==> src/rtl/ddr3_frame_reader.sv <==
// Read scheduler for ping-pong DDR3 frame buffers: picks one buffer per frame and streams it out as
// credit-gated Avalon-MM bursts. Define DDR3_FRAME_REPEAT_EN to re-read the last buffer when none is new.
module ddr3_frame_reader #(
    parameter int ADDR_W      = 26,
    parameter int DATA_W      = 64,
    parameter int BURST_LEN   = 32,
    parameter int FRAME_WORDS = 76800,
    parameter int SPACE_W     = 10
) (
    input  logic              clk,
    input  logic              reset_n,
    input  logic              frame_start,
    input  logic              buffer0_empty,
    input  logic              buffer1_empty,
    input  logic [ADDR_W-1:0] buffer0_offset,
    input  logic [ADDR_W-1:0] buffer1_offset,
    output logic              clear_buffer0,
    output logic              clear_buffer1,
    output logic [ADDR_W-1:0] avm_address,
    output logic              avm_read,
    output logic [7:0]        avm_burstcount,
    input  logic              avm_waitrequest,
    input  logic              avm_readdatavalid,
    input  logic [DATA_W-1:0] avm_readdata,
    input  logic [SPACE_W-1:0] fifo_space,
    output logic              fifo_wr,
    output logic [DATA_W-1:0] fifo_wr_data,
    output logic              busy,
    output logic              frame_overrun
);
    localparam int CNT_W = $clog2(FRAME_WORDS + 1);

    typedef enum logic [2:0] {S_IDLE, S_SELECT, S_REQ, S_DRAIN, S_DONE} state_t;

    state_t            state_q, state_d;
    logic              last_buf_q, last_buf_d;
    logic              buf_q, buf_d;
    logic [ADDR_W-1:0] addr_q, addr_d;
    logic [CNT_W-1:0]  req_cnt_q, req_cnt_d;
    logic [CNT_W-1:0]  beat_cnt_q, beat_cnt_d;
    logic              read_q, read_d;
    logic              overrun_q, overrun_d;
`ifdef DDR3_FRAME_REPEAT_EN
    logic              rpt_q, rpt_d;
    logic              once_q, once_d;
`endif

    logic [SPACE_W:0]   outstanding;
    logic [SPACE_W+1:0] need;
    logic               space_ok;
    logic               beat;
    logic               pick_other;
    logic               pick_last;
    logic               clr_en;

    always_comb begin
        // Credit check: everything already requested but not yet returned must also fit in the FIFO.
        outstanding = (SPACE_W+1)'(req_cnt_q - beat_cnt_q);
        need        = {1'b0, outstanding} + (SPACE_W+2)'(BURST_LEN);
        space_ok    = {2'b00, fifo_space} >= need;
        beat        = avm_readdatavalid && (state_q == S_REQ || state_q == S_DRAIN);
        pick_other  = last_buf_q ? !buffer0_empty : !buffer1_empty;
        pick_last   = last_buf_q ? !buffer1_empty : !buffer0_empty;
`ifdef DDR3_FRAME_REPEAT_EN
        clr_en      = !rpt_q;
`else
        clr_en      = 1'b1;
`endif
    end

    always_comb begin
        state_d    = state_q;
        last_buf_d = last_buf_q;
        buf_d      = buf_q;
        addr_d     = addr_q;
        req_cnt_d  = req_cnt_q;
        beat_cnt_d = beat_cnt_q;
        read_d     = read_q;
        overrun_d  = overrun_q | (frame_start & (state_q != S_IDLE));
`ifdef DDR3_FRAME_REPEAT_EN
        rpt_d      = rpt_q;
        once_d     = once_q;
`endif
        if (beat) begin
            beat_cnt_d = beat_cnt_q + CNT_W'(1);
        end
        case (state_q)
            S_IDLE: begin
                if (frame_start) begin
                    state_d = S_SELECT;
                end
            end
            S_SELECT: begin
                state_d = S_REQ;
                read_d  = 1'b0;
`ifdef DDR3_FRAME_REPEAT_EN
                rpt_d   = 1'b0;
`endif
                if (pick_other) begin
                    buf_d = !last_buf_q;
                end else if (pick_last) begin
                    buf_d = last_buf_q;
`ifdef DDR3_FRAME_REPEAT_EN
                end else if (once_q) begin
                    buf_d = last_buf_q;
                    rpt_d = 1'b1;
`endif
                end else begin
                    state_d = S_IDLE;
                end
                if (state_d == S_REQ) begin
                    last_buf_d = buf_d;
                    addr_d     = buf_d ? buffer1_offset : buffer0_offset;
                    req_cnt_d  = '0;
                    beat_cnt_d = '0;
                end
            end
            S_REQ: begin
                // Once raised, the request is held until the slave takes it, whatever the credit does.
                if (read_q) begin
                    if (!avm_waitrequest) begin
                        read_d    = 1'b0;
                        addr_d    = addr_q + ADDR_W'(BURST_LEN);
                        req_cnt_d = req_cnt_q + CNT_W'(BURST_LEN);
                        if (req_cnt_d == CNT_W'(FRAME_WORDS)) begin
                            state_d = S_DRAIN;
                        end
                    end
                end else if (space_ok) begin
                    read_d = 1'b1;
                end
            end
            S_DRAIN: begin
                if (beat_cnt_q == CNT_W'(FRAME_WORDS)) begin
                    state_d = S_DONE;
                end
            end
            S_DONE: begin
                state_d = S_IDLE;
`ifdef DDR3_FRAME_REPEAT_EN
                once_d  = 1'b1;
`endif
            end
            default: state_d = S_IDLE;
        endcase
    end

    always_ff @(posedge clk or negedge reset_n) begin
        if (!reset_n) begin
            state_q    <= S_IDLE;
            last_buf_q <= 1'b1;
            buf_q      <= 1'b0;
            addr_q     <= '0;
            req_cnt_q  <= '0;
            beat_cnt_q <= '0;
            read_q     <= 1'b0;
            overrun_q  <= 1'b0;
`ifdef DDR3_FRAME_REPEAT_EN
            rpt_q      <= 1'b0;
            once_q     <= 1'b0;
`endif
        end else begin
            state_q    <= state_d;
            last_buf_q <= last_buf_d;
            buf_q      <= buf_d;
            addr_q     <= addr_d;
            req_cnt_q  <= req_cnt_d;
            beat_cnt_q <= beat_cnt_d;
            read_q     <= read_d;
            overrun_q  <= overrun_d;
`ifdef DDR3_FRAME_REPEAT_EN
            rpt_q      <= rpt_d;
            once_q     <= once_d;
`endif
        end
    end

    assign avm_read       = read_q;
    assign avm_address    = addr_q;
    assign avm_burstcount = 8'(BURST_LEN);
    assign fifo_wr        = beat;
    assign fifo_wr_data   = avm_readdata;
    assign busy           = (state_q != S_IDLE);
    assign frame_overrun  = overrun_q;
    assign clear_buffer0  = (state_q == S_DONE) && !buf_q && clr_en;
    assign clear_buffer1  = (state_q == S_DONE) && buf_q && clr_en;

endmodule

==> config.mk <==
export PLATFORM = sky130hd
export DESIGN_NAME = ddr3_frame_reader
export DESIGN_NICKNAME = d
export VERILOG_FILES = /design/src/rtl/ddr3_frame_reader.sv
export SDC_FILE = /design/constraint.sdc
export NUM_CORES = 1
export LEC_CHECK = 0
export CAP_MARGIN = 25
export CORE_UTILIZATION = 42
export CTS_CLUSTER_SIZE = 28
export DETAILED_ROUTE_END_ITERATION = 6
export GPL_TIMING_DRIVEN = 0
export PLACE_DENSITY_LB_ADDON = 0.2
export SYNTH_ARGS = -nofsm -noshare
export SYNTH_HDL_FRONTEND = slang
export SYNTH_SLANG_ARGS = --single-unit
==> constraint.sdc <==
create_clock -name clk -period 3.3 [get_ports clk]
set_clock_uncertainty 0.2 [all_clocks]
set_input_delay 0.33 -clock clk [delete_from_list [all_inputs] [get_ports clk]]
set_output_delay 0.33 -clock clk [all_outputs]
set_load 0.01 [all_outputs]
==> flow_metrics.tcl <==
set metrics [dict create \
    status "finished, final reports clean" \
    path_cells "inv_1 > ha_1 > nor4b_4 > a21oi_1 > xnor2_1 > ha_1 > xor2_1 > ha_1 > nand4_1 > o211a_1 > o41ai_2" \
    drt_iter0_markers 300 \
    timing.rr.end "avm_read$_DFFE_PN0P_" \
    cts_root_buf "clkbuf_16" \
    grtUsageTotal 0.231 \
    critPathArrivalTime_ns 3.16 \
    start_kind "flip-flop" \
    finalWorstSetupSlack_ns 0.160 \
    vdd_drop_max_mv 0.558 \
    first_global_vias 4588 \
    pin_count 237 \
    drive_above_1_share 0.146 \
    antenna_found_initial 0 \
    crit_end "avm_read$_DFFE_PN0P_" \
    min_period_over_period 0.951 \
    drt-vias-per-instance 5.32 \
    use_met2 0.386 \
    cts.sinks 62 \
    end_kind "flip-flop" \
    fill_cells 961 \
    grtUsageMet1 0.298 \
    routabilityCongestion 0.850 \
    areaGrowthSynthToFinish_pct 44.1 \
    die-area_um2 12000 \
    wire_per_inst_um 14.9 \
    synth_seq_cells 62 \
    slew_viol_final 0 \
    grt_overflow 0 \
    rsz0062_at_grt "false" \
    tns_ns 0 \
    crit_slowest_cell "dfrtp_1" \
    clock_tree.htree_level_count 3 \
    tightestPinTransition_ns 0.835 \
    ys_warn_count 0 \
    grt_busiest_layer "met2" \
    die_w_um 110 \
    critPathTopFamily "adder cells" \
    ys.flop_type "dfrtp_1" \
    crit_path_start "beat_cnt_q[0]$_DFF_PN0_" \
    syn_area_per_cell_um2 8.40 \
    r2r_slack_ns 0.16 \
    grt_pass1_wl_mm 21.7 \
    post-place-cells 890 \
    postSynthCellCount 580 \
    fmax_ghz 0.318 \
    hold_violations 0 \
    p_total_uw 5140 \
    worstReg2RegStart "beat_cnt_q[0]$_DFF_PN0_" \
    synth_edf_count 0 \
    max-cap-violations 0 \
    cts_buffers 9 \
    path_max_fanout 7 \
    synth_top_area_frac 0.313 \
    grt_max_degree 63 \
    met3_usage 0.0397 \
    portBuffers 164 \
    initial_utilization 0.440 \
    synth_area_leaders "dfrtp_1 (31%), buf_4 (11%), ha_1 (5.4%), a21oi_1 (4.9%), o21ai_0 (4.0%)" \
    fin_nets 916 \
    dp_hpwl_mm 10.2 \
    min_period_ns 3.14 \
    ys_types 58 \
    detail-route-antenna-nets 0 \
    power.leakage_uw 0.00303 \
    dr.pass1.iters 5 \
    critPathMaxStageDelay_ns 0.46 \
    cts_tree "yes" \
    clkLatencyLatePin_ns 0.33 \
    drt_wl_total_mm 13.5 \
    synthArstFlopShare 1.00 \
    path_clk_slew_ns 0.05 \
    vias 4825 \
    worstRegToRegCells 11 \
    syn_area_um2 4870 \
    final_cells 907 \
    place_area_um2 6710 \
    synth_top_area_cell "dfrtp_1" \
    post-place-ws_ns 0.177 \
    path_depth 11 \
    row_count 38 \
    worstPathRequired_ns 3.32 \
    p_per_area_nw_per_um2 731 \
    cp_common_cell "ha_1" \
    core-area_um2 11100 \
    slew-limit-headroom 0.443 \
    path_buf_inv 1 \
    clk_path_buf_depth 2 \
    chipHeight_um 110 \
    finalSetupViolCount 0 \
    min_from "frame_overrun$_DFF_PN0_" \
    critical_path_class "flip-flop to flip-flop" \
    yosysSeqAreaShare 0.319 \
    holdCritPathClass "flip-flop to flip-flop" \
    stdcell_area_um2 7020 \
    cts_setup_buffers 0 \
    n_antenna_cell 0 \
    route.detailed.drc 0 \
]
==> layout make-up <==
class                      instances  area, um2  area share
tap                              140        175      0.0249
multi-input combinational        414       2640       0.376
inverter                          13       48.8     0.00695
clock inverter                     4       45.0     0.00641
sequential                        62       1550       0.221
buffer                            97        656      0.0934
clock buffer                      12        256      0.0365
timing repair buffer             165       1650       0.235
==> flip-flops by register name (all words and copies together) (netlist names) <==
signal	count
buf_q	1
avm_address	26
state_q	3
last_buf_q	1
avm_read	1
frame_overrun	1
req_cnt_q	12
beat_cnt_q	17
==> power by group <==
part	switching [uW]	total (uW)	internal [uW]	leakage (uW)
clock network	329	950	621	0.000152
logic	1520	2960	1430	0.00210
registers	246	1230	982	0.000778
total	2100	5140	3040	0.00303
==> cells by family (layout without fill, tap and decap cells) <==
group	count (synthesis)	count (layout)	share of synthesized area
and+or+nand+nor	187	187	0.193
AOI/OAI and AO/OA	145	145	0.183
buffers and inverters	110	291	0.145
DFF	62	62	0.319
xor gates and xnor gates	27	27	0.0485
muxes	26	26	0.0565
adders and majority gates	21	21	0.0539
other	2	8	0.00154
==> worst min path at each step <==
stage                                      end  depth (start not counted)  slack [ns]
detailed placement     frame_overrun$_DFF_PN0_                          1        0.25
global route           frame_overrun$_DFF_PN0_                          1        0.31
finish                 frame_overrun$_DFF_PN0_                          1        0.27
CTS                    frame_overrun$_DFF_PN0_                          1        0.27
floorplan           avm_address[0]$_DFFE_PN0P_                          0       -0.17
global placement       frame_overrun$_DFF_PN0_                          1        0.25
==> repair_timing <==
action / in CTS / in global routing
hold endpoints to repair: 61 / 0
hold buffers: 1 / 0
gates resized for setup: 0 / 1
endpoints found under the setup margin: 0 / 1
==> synthesized netlist by cell type, drive strengths merged (6+ instances only) <==
library cell  number
clkbuf            20
xnor2             12
mux2i             14
nand3             17
dfrtp             61
a21oi             48
nor2b             10
inv               13
nor2              52
or3                9
o21ai             40
and3              10
o22ai             12
xor2              15
nand2             49
nor3              10
mux2              12
nand4              8
a21o               9
ha                21
a22o               6
buf               77
==> routing by layer <==
layer	vias up	part of all wire
met5	-	0
met4	0	0.018
met3	20	0.084
met2	238	0.49
met1	2221	0.41
li1	2346	-
==> metrics by stage <==
step	hold WS (ns)	util
3_5_place_dp	0.251	0.606
3_3_place_gp	0.251	0.606
6_report	0.270	0.634
4_1_cts	0.272	0.634
2_1_floorplan	-0.166	-
5_1_grt	0.307	0.634
==> cell usage in the layout (no fill, tap or decap), drive strengths merged, types with 3 or more instances in the layout <==
cell type	Yosys	layout
and3	10	10
and4	3	3
o21ai	40	40
conb	2	8
dfrtp	61	61
nor4b	4	4
o22ai	12	12
mux2i	14	14
a2bb2oi	5	5
o22a	5	5
o31ai	4	4
or3	9	9
buf	77	78
mux2	12	12
nand3	17	17
clkbuf	20	32
nor2b	10	10
a21o	9	9
nand4	8	8
nor3	10	10
clkdlybuf4s50	0	163
a21oi	48	48
inv	13	13
xnor2	12	12
nor2	52	52
xor2	15	15
ha	21	21
clkinv	0	3
nand2	49	49
a22o	6	6
Note: power is estimated with default switching activity, not from simulation.
